===== src/rtl/ctrl_pkg.sv =====
// Shared encodings for the multi-cycle RV32I controller: opcodes, FSM states,
// datapath select codes and the instruction classes produced by the decoder.
package ctrl_pkg;

  localparam logic [6:0] OP_R      = 7'b0110011;
  localparam logic [6:0] OP_IMM    = 7'b0010011;
  localparam logic [6:0] OP_LOAD   = 7'b0000011;
  localparam logic [6:0] OP_STORE  = 7'b0100011;
  localparam logic [6:0] OP_BRANCH = 7'b1100011;
  localparam logic [6:0] OP_JAL    = 7'b1101111;
  localparam logic [6:0] OP_JALR   = 7'b1100111;
  localparam logic [6:0] OP_LUI    = 7'b0110111;
  localparam logic [6:0] OP_AUIPC  = 7'b0010111;

  typedef enum logic [2:0] {
    S_FETCH  = 3'd0,
    S_DECODE = 3'd1,
    S_EXEC   = 3'd2,
    S_MEM    = 3'd3,
    S_WB     = 3'd4,
    S_HALT   = 3'd5
  } state_e;

  typedef enum logic [2:0] {
    IMM_I = 3'd0,
    IMM_S = 3'd1,
    IMM_B = 3'd2,
    IMM_J = 3'd3,
    IMM_U = 3'd4
  } imm_sel_e;

  typedef enum logic [1:0] {
    WB_MEM = 2'd0,
    WB_ALU = 2'd1,
    WB_PC4 = 2'd2
  } wb_sel_e;

  typedef enum logic [2:0] {
    ALU_ADD    = 3'd0,
    ALU_SUB    = 3'd1,
    ALU_PASS_B = 3'd4
  } alu_sel_e;

  typedef enum logic [3:0] {
    CL_R,
    CL_ADDI,
    CL_LW,
    CL_SW,
    CL_BRANCH,
    CL_JAL,
    CL_JALR,
    CL_LUI,
    CL_AUIPC
  } iclass_e;

endpackage


===== src/rtl/ctrl_class_decode.sv =====
// Combinational classifier: maps opcode/funct fields of the IR onto an
// instruction class and flags encodings outside the supported subset.
module ctrl_class_decode
  import ctrl_pkg::*;
(
  input  logic [6:0] opcode,
  input  logic [2:0] funct3,
  input  logic [6:0] funct7,
  output iclass_e    iclass,
  output logic       legal
);

  always_comb begin
    iclass = CL_R;
    legal  = 1'b0;
    case (opcode)
      OP_R: begin
        iclass = CL_R;
        legal  = (funct3 == 3'b000) && (funct7 == 7'b0000000 || funct7 == 7'b0100000);
      end
      OP_IMM: begin
        iclass = CL_ADDI;
        legal  = (funct3 == 3'b000);
      end
      OP_LOAD: begin
        iclass = CL_LW;
        legal  = (funct3 == 3'b010);
      end
      OP_STORE: begin
        iclass = CL_SW;
        legal  = (funct3 == 3'b010);
      end
      OP_BRANCH: begin
        iclass = CL_BRANCH;
        legal  = (funct3 != 3'b010) && (funct3 != 3'b011);
      end
      OP_JAL: begin
        iclass = CL_JAL;
        legal  = 1'b1;
      end
      OP_JALR: begin
        iclass = CL_JALR;
        legal  = (funct3 == 3'b000);
      end
      OP_LUI: begin
        iclass = CL_LUI;
        legal  = 1'b1;
      end
      OP_AUIPC: begin
        iclass = CL_AUIPC;
        legal  = 1'b1;
      end
      default: legal = 1'b0;
    endcase
  end

endmodule


===== src/rtl/multicycle_ctrl_fsm.sv =====
// Multi-cycle RV32I sequencer: walks each instruction through FETCH/DECODE/
// EXEC/MEM/WB over one shared memory port and counts retired instructions.
module multicycle_ctrl_fsm
  import ctrl_pkg::*;
#(
  parameter int TIMEOUT = 16,
  parameter int CNT_W   = 32
) (
  input  logic             clk,
  input  logic             rst,
  input  logic             en,
  input  logic [31:0]      inst,
  input  logic             BrEq,
  input  logic             BrLt,
  input  logic             mem_ready,
  output logic             mem_req,
  output logic             mem_we,
  output logic             addr_sel,
  output logic             ir_we,
  output logic             pc_we,
  output logic             pcsel,
  output logic [2:0]       immSel,
  output logic             RegWEn,
  output logic             BrUn,
  output logic             ASel,
  output logic             BSel,
  output logic [2:0]       ALUSel,
  output logic [1:0]       WBSel,
  output logic [2:0]       state_o,
  output logic [CNT_W-1:0] instret,
  output logic             illegal_inst,
  output logic             bus_err
);

  localparam int WAIT_W = $clog2(TIMEOUT + 1);
  localparam logic [WAIT_W-1:0] WAIT_LAST = WAIT_W'(TIMEOUT - 1);

  state_e            state_q, state_d;
  logic              req_q, req_d;
  logic [WAIT_W-1:0] wait_q, wait_d;
  logic [CNT_W-1:0]  instret_q, instret_d;
  logic              illegal_q, illegal_d;
  logic              bus_err_q, bus_err_d;

  iclass_e iclass;
  logic    legal;
  logic    br_taken;
  logic    timed_out;

  // rs1/rs2/rd and immediate bits are consumed by the datapath, not here.
  logic unused_inst_bits;
  assign unused_inst_bits = ^{inst[29:15], inst[11:7]};

  ctrl_class_decode u_class_decode (
    .opcode (inst[6:0]),
    .funct3 (inst[14:12]),
    .funct7 (inst[31:25]),
    .iclass (iclass),
    .legal  (legal)
  );

  // funct3[2] picks the less-than compare, funct3[0] inverts the condition.
  assign br_taken  = (inst[14] ? BrLt : BrEq) ^ inst[12];
  assign timed_out = (wait_q == WAIT_LAST);

  always_comb begin
    // NOTE: every output and next-state variable gets a default first so no
    // path through the case below can leave one unassigned (no latches).
    state_d   = state_q;
    req_d     = 1'b0;
    wait_d    = '0;
    illegal_d = illegal_q;
    bus_err_d = bus_err_q;
    mem_req   = 1'b0;
    mem_we    = 1'b0;
    addr_sel  = 1'b0;
    ir_we     = 1'b0;
    pc_we     = 1'b0;
    pcsel     = 1'b0;
    immSel    = IMM_I;
    RegWEn    = 1'b0;
    BrUn      = 1'b0;
    ASel      = 1'b0;
    BSel      = 1'b0;
    ALUSel    = ALU_ADD;
    WBSel     = WB_MEM;

    case (state_q)
      S_FETCH: begin
        mem_req = en | req_q;
        if (mem_req) begin
          if (mem_ready) begin
            ir_we   = 1'b1;
            state_d = S_DECODE;
          end else if (timed_out) begin
            state_d   = S_HALT;
            bus_err_d = 1'b1;
          end else begin
            req_d  = 1'b1;
            wait_d = wait_q + 1'b1;
          end
        end
      end
      S_DECODE: begin
        if (legal) begin
          state_d = S_EXEC;
        end else begin
          state_d   = S_HALT;
          illegal_d = 1'b1;
        end
      end
      S_EXEC: begin
        state_d = S_WB;
        case (iclass)
          CL_R: ALUSel = inst[30] ? ALU_SUB : ALU_ADD;
          CL_ADDI, CL_JALR: BSel = 1'b1;
          CL_LW: begin
            BSel    = 1'b1;
            state_d = S_MEM;
          end
          CL_SW: begin
            BSel    = 1'b1;
            immSel  = IMM_S;
            state_d = S_MEM;
          end
          CL_BRANCH: begin
            ASel    = 1'b1;
            BSel    = 1'b1;
            immSel  = IMM_B;
            BrUn    = inst[13];
            pc_we   = 1'b1;
            pcsel   = br_taken;
            state_d = S_FETCH;
          end
          CL_JAL: begin
            ASel   = 1'b1;
            BSel   = 1'b1;
            immSel = IMM_J;
          end
          CL_AUIPC: begin
            ASel   = 1'b1;
            BSel   = 1'b1;
            immSel = IMM_U;
          end
          CL_LUI: begin
            BSel   = 1'b1;
            immSel = IMM_U;
            ALUSel = ALU_PASS_B;
          end
          default: state_d = S_HALT;
        endcase
      end
      S_MEM: begin
        mem_req  = 1'b1;
        addr_sel = 1'b1;
        mem_we   = (iclass == CL_SW);
        if (mem_ready) begin
          if (iclass == CL_SW) begin
            pc_we   = 1'b1;
            state_d = S_FETCH;
          end else begin
            state_d = S_WB;
          end
        end else if (timed_out) begin
          state_d   = S_HALT;
          bus_err_d = 1'b1;
        end else begin
          wait_d = wait_q + 1'b1;
        end
      end
      S_WB: begin
        RegWEn  = 1'b1;
        pc_we   = 1'b1;
        state_d = S_FETCH;
        if (iclass == CL_LW) begin
          WBSel = WB_MEM;
        end else if (iclass == CL_JAL || iclass == CL_JALR) begin
          WBSel = WB_PC4;
          pcsel = 1'b1;
        end else begin
          WBSel = WB_ALU;
        end
      end
      S_HALT: state_d = S_HALT;
      default: state_d = S_HALT;
    endcase

    instret_d = instret_q + CNT_W'(pc_we);
  end

  always_ff @(posedge clk) begin
    // NOTE: non-blocking assignments so every register samples the values
    // computed above from the same pre-edge state.
    if (rst) begin
      state_q   <= S_FETCH;
      req_q     <= 1'b0;
      wait_q    <= '0;
      instret_q <= '0;
      illegal_q <= 1'b0;
      bus_err_q <= 1'b0;
    end else begin
      state_q   <= state_d;
      req_q     <= req_d;
      wait_q    <= wait_d;
      instret_q <= instret_d;
      illegal_q <= illegal_d;
      bus_err_q <= bus_err_d;
    end
  end

  assign state_o      = state_q;
  assign instret      = instret_q;
  assign illegal_inst = illegal_q;
  assign bus_err      = bus_err_q;

endmodule


===== config.mk =====
export PLATFORM = sky130hd
export DESIGN_NAME = multicycle_ctrl_fsm
export DESIGN_NICKNAME = d
export VERILOG_FILES = /design/src/rtl/ctrl_pkg.sv /design/src/rtl/ctrl_class_decode.sv /design/src/rtl/multicycle_ctrl_fsm.sv
export SDC_FILE = /design/constraint.sdc
export NUM_CORES = 1
export LEC_CHECK = 0
export BUFFER_PORTS_ARGS = -buffer_cell sky130_fd_sc_hd__buf_2
export CAP_MARGIN = 20
export CORE_UTILIZATION = 44
export DETAILED_ROUTE_END_ITERATION = 10
export GPL_ROUTABILITY_DRIVEN = 0
export PLACE_DENSITY = 0.79
export SYNTH_ARGS = -nofsm -noshare
export SYNTH_HDL_FRONTEND = slang
export SYNTH_SLANG_ARGS = --single-unit

===== constraint.sdc =====
create_clock -name clk -period 2.9 [get_ports clk]
set_input_delay 0.29 -clock clk [delete_from_list [all_inputs] [get_ports clk]]
set_output_delay 0.29 -clock clk [all_outputs]
set_load 0.03 [all_outputs]

==> flow_summary_export.csv <==
group,metric,value,unit
run_status,status,"finished, final reports clean",
worst_hold_path,hold_end,"req_q$_SDFF_PP0_",
clock_network,cts_buffers,5,
cells_and_area,layout-drive-gt1-share,32.9,%
critical_path,crit_start,"state_o[1]$_SDFFE_PP0P_",
clock_network,clock_sinks,43,
clock_network,clockBufferDepth,2,
critical_path,worstPathArrival,3.03,ns
cells_and_area,utilization,60.8,%
floorplan,die_w,75.6,um
routing,detail-route-antenna-nets,0,
synth,synth_edf_count,0,
cells_and_area,n_antenna_cell,0,
flow_run,max_cap_viol_count,0,
routing,drt_pass1_iterations,4,
sta,final-setup-viol-count,0,
sta,finalCritPeriodShare,96.7,%
critical_path,cp_cell_sequence,"inv_1 > or4b_4 > a21oi_4 > o21ai_4 > nand3_4 > ha_4 > buf_4 > and4_4 > nand4_4 > or3_4 > or3_1 > a21oi_1",
routing,post_drt_wl_per_cell,12.2,um
synth,synth_top_flop_cell,"dfxtp_1",
sta,rsz0062_at_grt,"yes",
power_and_ir_drop,leakage,1.40,nW
global_routing,grt_util_all_layers,20.4,%
floorplan,die_y,75.6,um
worst_hold_path,hp-class,"primary input to register",
floorplan,core,5170,sq um
critical_path,start_kind,"register",
cells_and_area,final_cells,453,
synth,ys_seq_elements,43,
routing,viasPerCell,5.31,
worst_hold_path,min_from,"mem_ready",
routing,wl,5.54,mm
routing,vias,2407,
critical_path,cp.required,3.12,ns
sta,maxSlewViolCount,0,
clock_network,htree_levels,2,
critical_path,r2r.worst_path.cells,12,
place,dp_slack,0.0106,ns
power_and_ir_drop,p_per_area,406,nW/um^2
cells_and_area,syn_to_final_growth,32.0,%
clock_network,clk_pin_slew_worst_paths,0.08,ns
routing,drt-initial-drc-count,146,
critical_path,rr_endpoint,"instret[31]$_SDFF_PP0_",
place,hpwl,4.18,mm
power_and_ir_drop,swShare,26.6,%
power_and_ir_drop,clock_power_share,36.0,%
critical_path,path_buf_inv,2,
synth,syn_avg_cell_area,8.16,sq um
synth,yosysWarnings,0,
sta,max_slew_margin,46.6,%
critical_path,r2r_setup_slack,0.09,ns
clock_network,root_buffer,"clkbuf_8",
sta,tns,0,ns
floorplan,design.die.area,5720,sq um
sta,layout_setup_ws,0.0949,ns
sta,hold_violations,0,
global_routing,grt_pass1_vias,2143,
routing,remaining_drc_errors,0,
sta,max_freq,356,MHz
power_and_ir_drop,comb_power_share,16.1,%
synth,synth_area_leaders,"dfxtp_1 (36%), nor2_1 (6.9%), xnor2_1 (6.6%)",
global_routing,overflow,0,
critical_path,slowest_stage,"or4b_4",
clock_network,cts_tree,"yes",
place,portBuffers,76,
power_and_ir_drop,power.switching,0.339,mW
synth,yosys.area.top_type,"dfxtp_1",
synth,synth_area,2380,sq um
floorplan,io_pins,93,
synth,syn_nets,333,
sta,min_period,2.81,ns
critical_path,cp_max_fo,3,
floorplan,core.rowCount,26,
power_and_ir_drop,pwr-share-seq,47.9,%
critical_path,cpPeakStageDelay,0.57,ns
clock_network,clk_latency,0.29,ns
critical_path,worstSetupPathType,"register to register",
synth,synth_top_area_share,36.1,%
global_routing,grt_pass1_wl,9.04,mm
global_routing,grt_max_degree,42,
critical_path,regToRegStartpoint,"state_o[1]$_SDFFE_PP0P_",
synth,syn_inst,292,
power_and_ir_drop,ir_worst_vdd,0.000237,V
synth,synth_seq_area_share,36.1,%
place,dpl.cell_count,444,
worst_hold_path,hold_depth,3,
synth,yosysUniqueCellTypes,53,
critical_path,cp-end-kind,"register",
floorplan,initial_utilization,46.1,%
sta,skew,0.00437,ns
critical_path,critPathTopFamily,"simple AND/OR/NAND/NOR gates",
cells_and_area,layout.nets,423,
sta,tightestPinTransition,0.781,ns
power_and_ir_drop,internal-power,0.938,mW
synth,async_reset_ff_share,0,%
global_routing,antenna_found_initial,0,
## placed cells by master (no fill, tap or decap), types with 9 or more instances in the layout
cell type and n:
nor4_1 10, xnor2_1 18, nor2_1 43, buf_4 21, buf_2 76, inv_1 12, nand3_1 13, dfxtp_1 40
xor2_1 15, nor3_1 9, nand2_1 16
## how the worst max path moves through the flow
stage	depth (start not counted)	slack (ns)	endpoint
finish	12	0.09	instret[31]$_SDFF_PP0_
global route	12	-0.03	instret[31]$_SDFF_PP0_
CTS	12	0.05	instret[31]$_SDFF_PP0_
detailed placement	13	0.01	instret[31]$_SDFF_PP0_
global placement	13	0.06	instret[31]$_SDFF_PP0_
floorplan	12	-0.18	instret[31]$_SDFF_PP0_
## final cells by class
class / count / area, sq um
clock inverter: 3 / 43.8
sequential: 43 / 867
timing repair buffer: 97 / 538
fill: 452 / 2030
multi-input combinational: 223 / 1500
inverter: 12 / 45.0
tap: 70 / 87.6
clock buffer: 5 / 68.8
## synth_stat cells, types with 2 or more instances
library cell	count
or2_2	2
dfxtp_1	43
ha_1	3
nor3b_1	3
xor2_1	15
buf_2	3
xnor2_1	18
nor2_1	44
o31ai_1	2
and3b_1	3
o22ai_1	2
or4_1	2
nand2b_1	4
a21o_1	3
clkbuf_1	10
and4_1	6
nand3_1	15
nor2b_1	5
inv_1	12
a2111oi_0	4
or3_1	6
nor3_1	9
nor4_1	10
a211oi_1	2
nand4_1	5
a21oi_1	6
nor4b_1	2
nand3b_1	2
nand2_1	16
and3_1	4
o21ai_0	9
## kinds of logic after synthesis
family | after synthesis | synth area share, %
AOI/OAI and AO/OA | 38 | 10.7
other | 1 | 0.157
buffers and inverters | 26 | 4.41
xor gates and xnor gates | 33 | 12.1
DFF | 43 | 36.1
adders and majority gates | 3 | 1.57
and+or+nand+nor | 147 | 34.5
muxes | 1 | 0.420
## stage by stage
step / total power [mW] / hold WS (ns) / cell area (sq um)
final: 1.28 / 0.383 / 3150
after detailed placement: 0.831 / 0.435 / 3010
after CTS: 1.29 / 0.370 / 3130
after floorplan: 0.764 / 0.418 / 2460
after global routing: 1.33 / 0.384 / 3150
after global placement: 0.828 / 0.430 / 3010
## sequential cells by signal, summed over array words and instances, names as in the netlist
name          cells
bus_err           1
illegal_inst      1
instret          32
req_q             1
state_o           3
wait_q            5
## layer usage
layer	part of all wire, %	global-route usage, %
met5	0	0
met1	47	25.1
met2	48	35.8
met3	4.2	5.03
met4	0.85	5.14
## what timing repair did
| action | 4_1_cts | 5_1_grt |
|---|---|---|
| buffers inserted | 0 | 1 |
| resized for setup | 0 | 2 |
| hold buffers | 0 | 0 |
| setup endpoints to repair | 0 | 8 |
## power by group through the flow
stage          combinational, mW  sequential [mW]  clock [mW]
2_1_floorplan              0.120            0.644           0
3_3_place_gp               0.203            0.626           0
3_5_place_dp               0.205            0.626           0
4_1_cts                    0.206            0.612       0.473
5_1_grt                    0.226            0.613       0.495
6_report                   0.206            0.612       0.459
## worst register-to-register path: stages, from the launching register on
cell and delay, ns:
dfxtp_2 0.33, inv_1 0.06, or4b_4 0.57, a21oi_4 0.17
o21ai_4 0.09, nand3_4 0.10, ha_4 0.13, buf_4 0.10
and4_4 0.25, nand4_4 0.10, or3_4 0.40, or3_1 0.32
a21oi_1 0.12
Power figures use the tool's default switching activity.
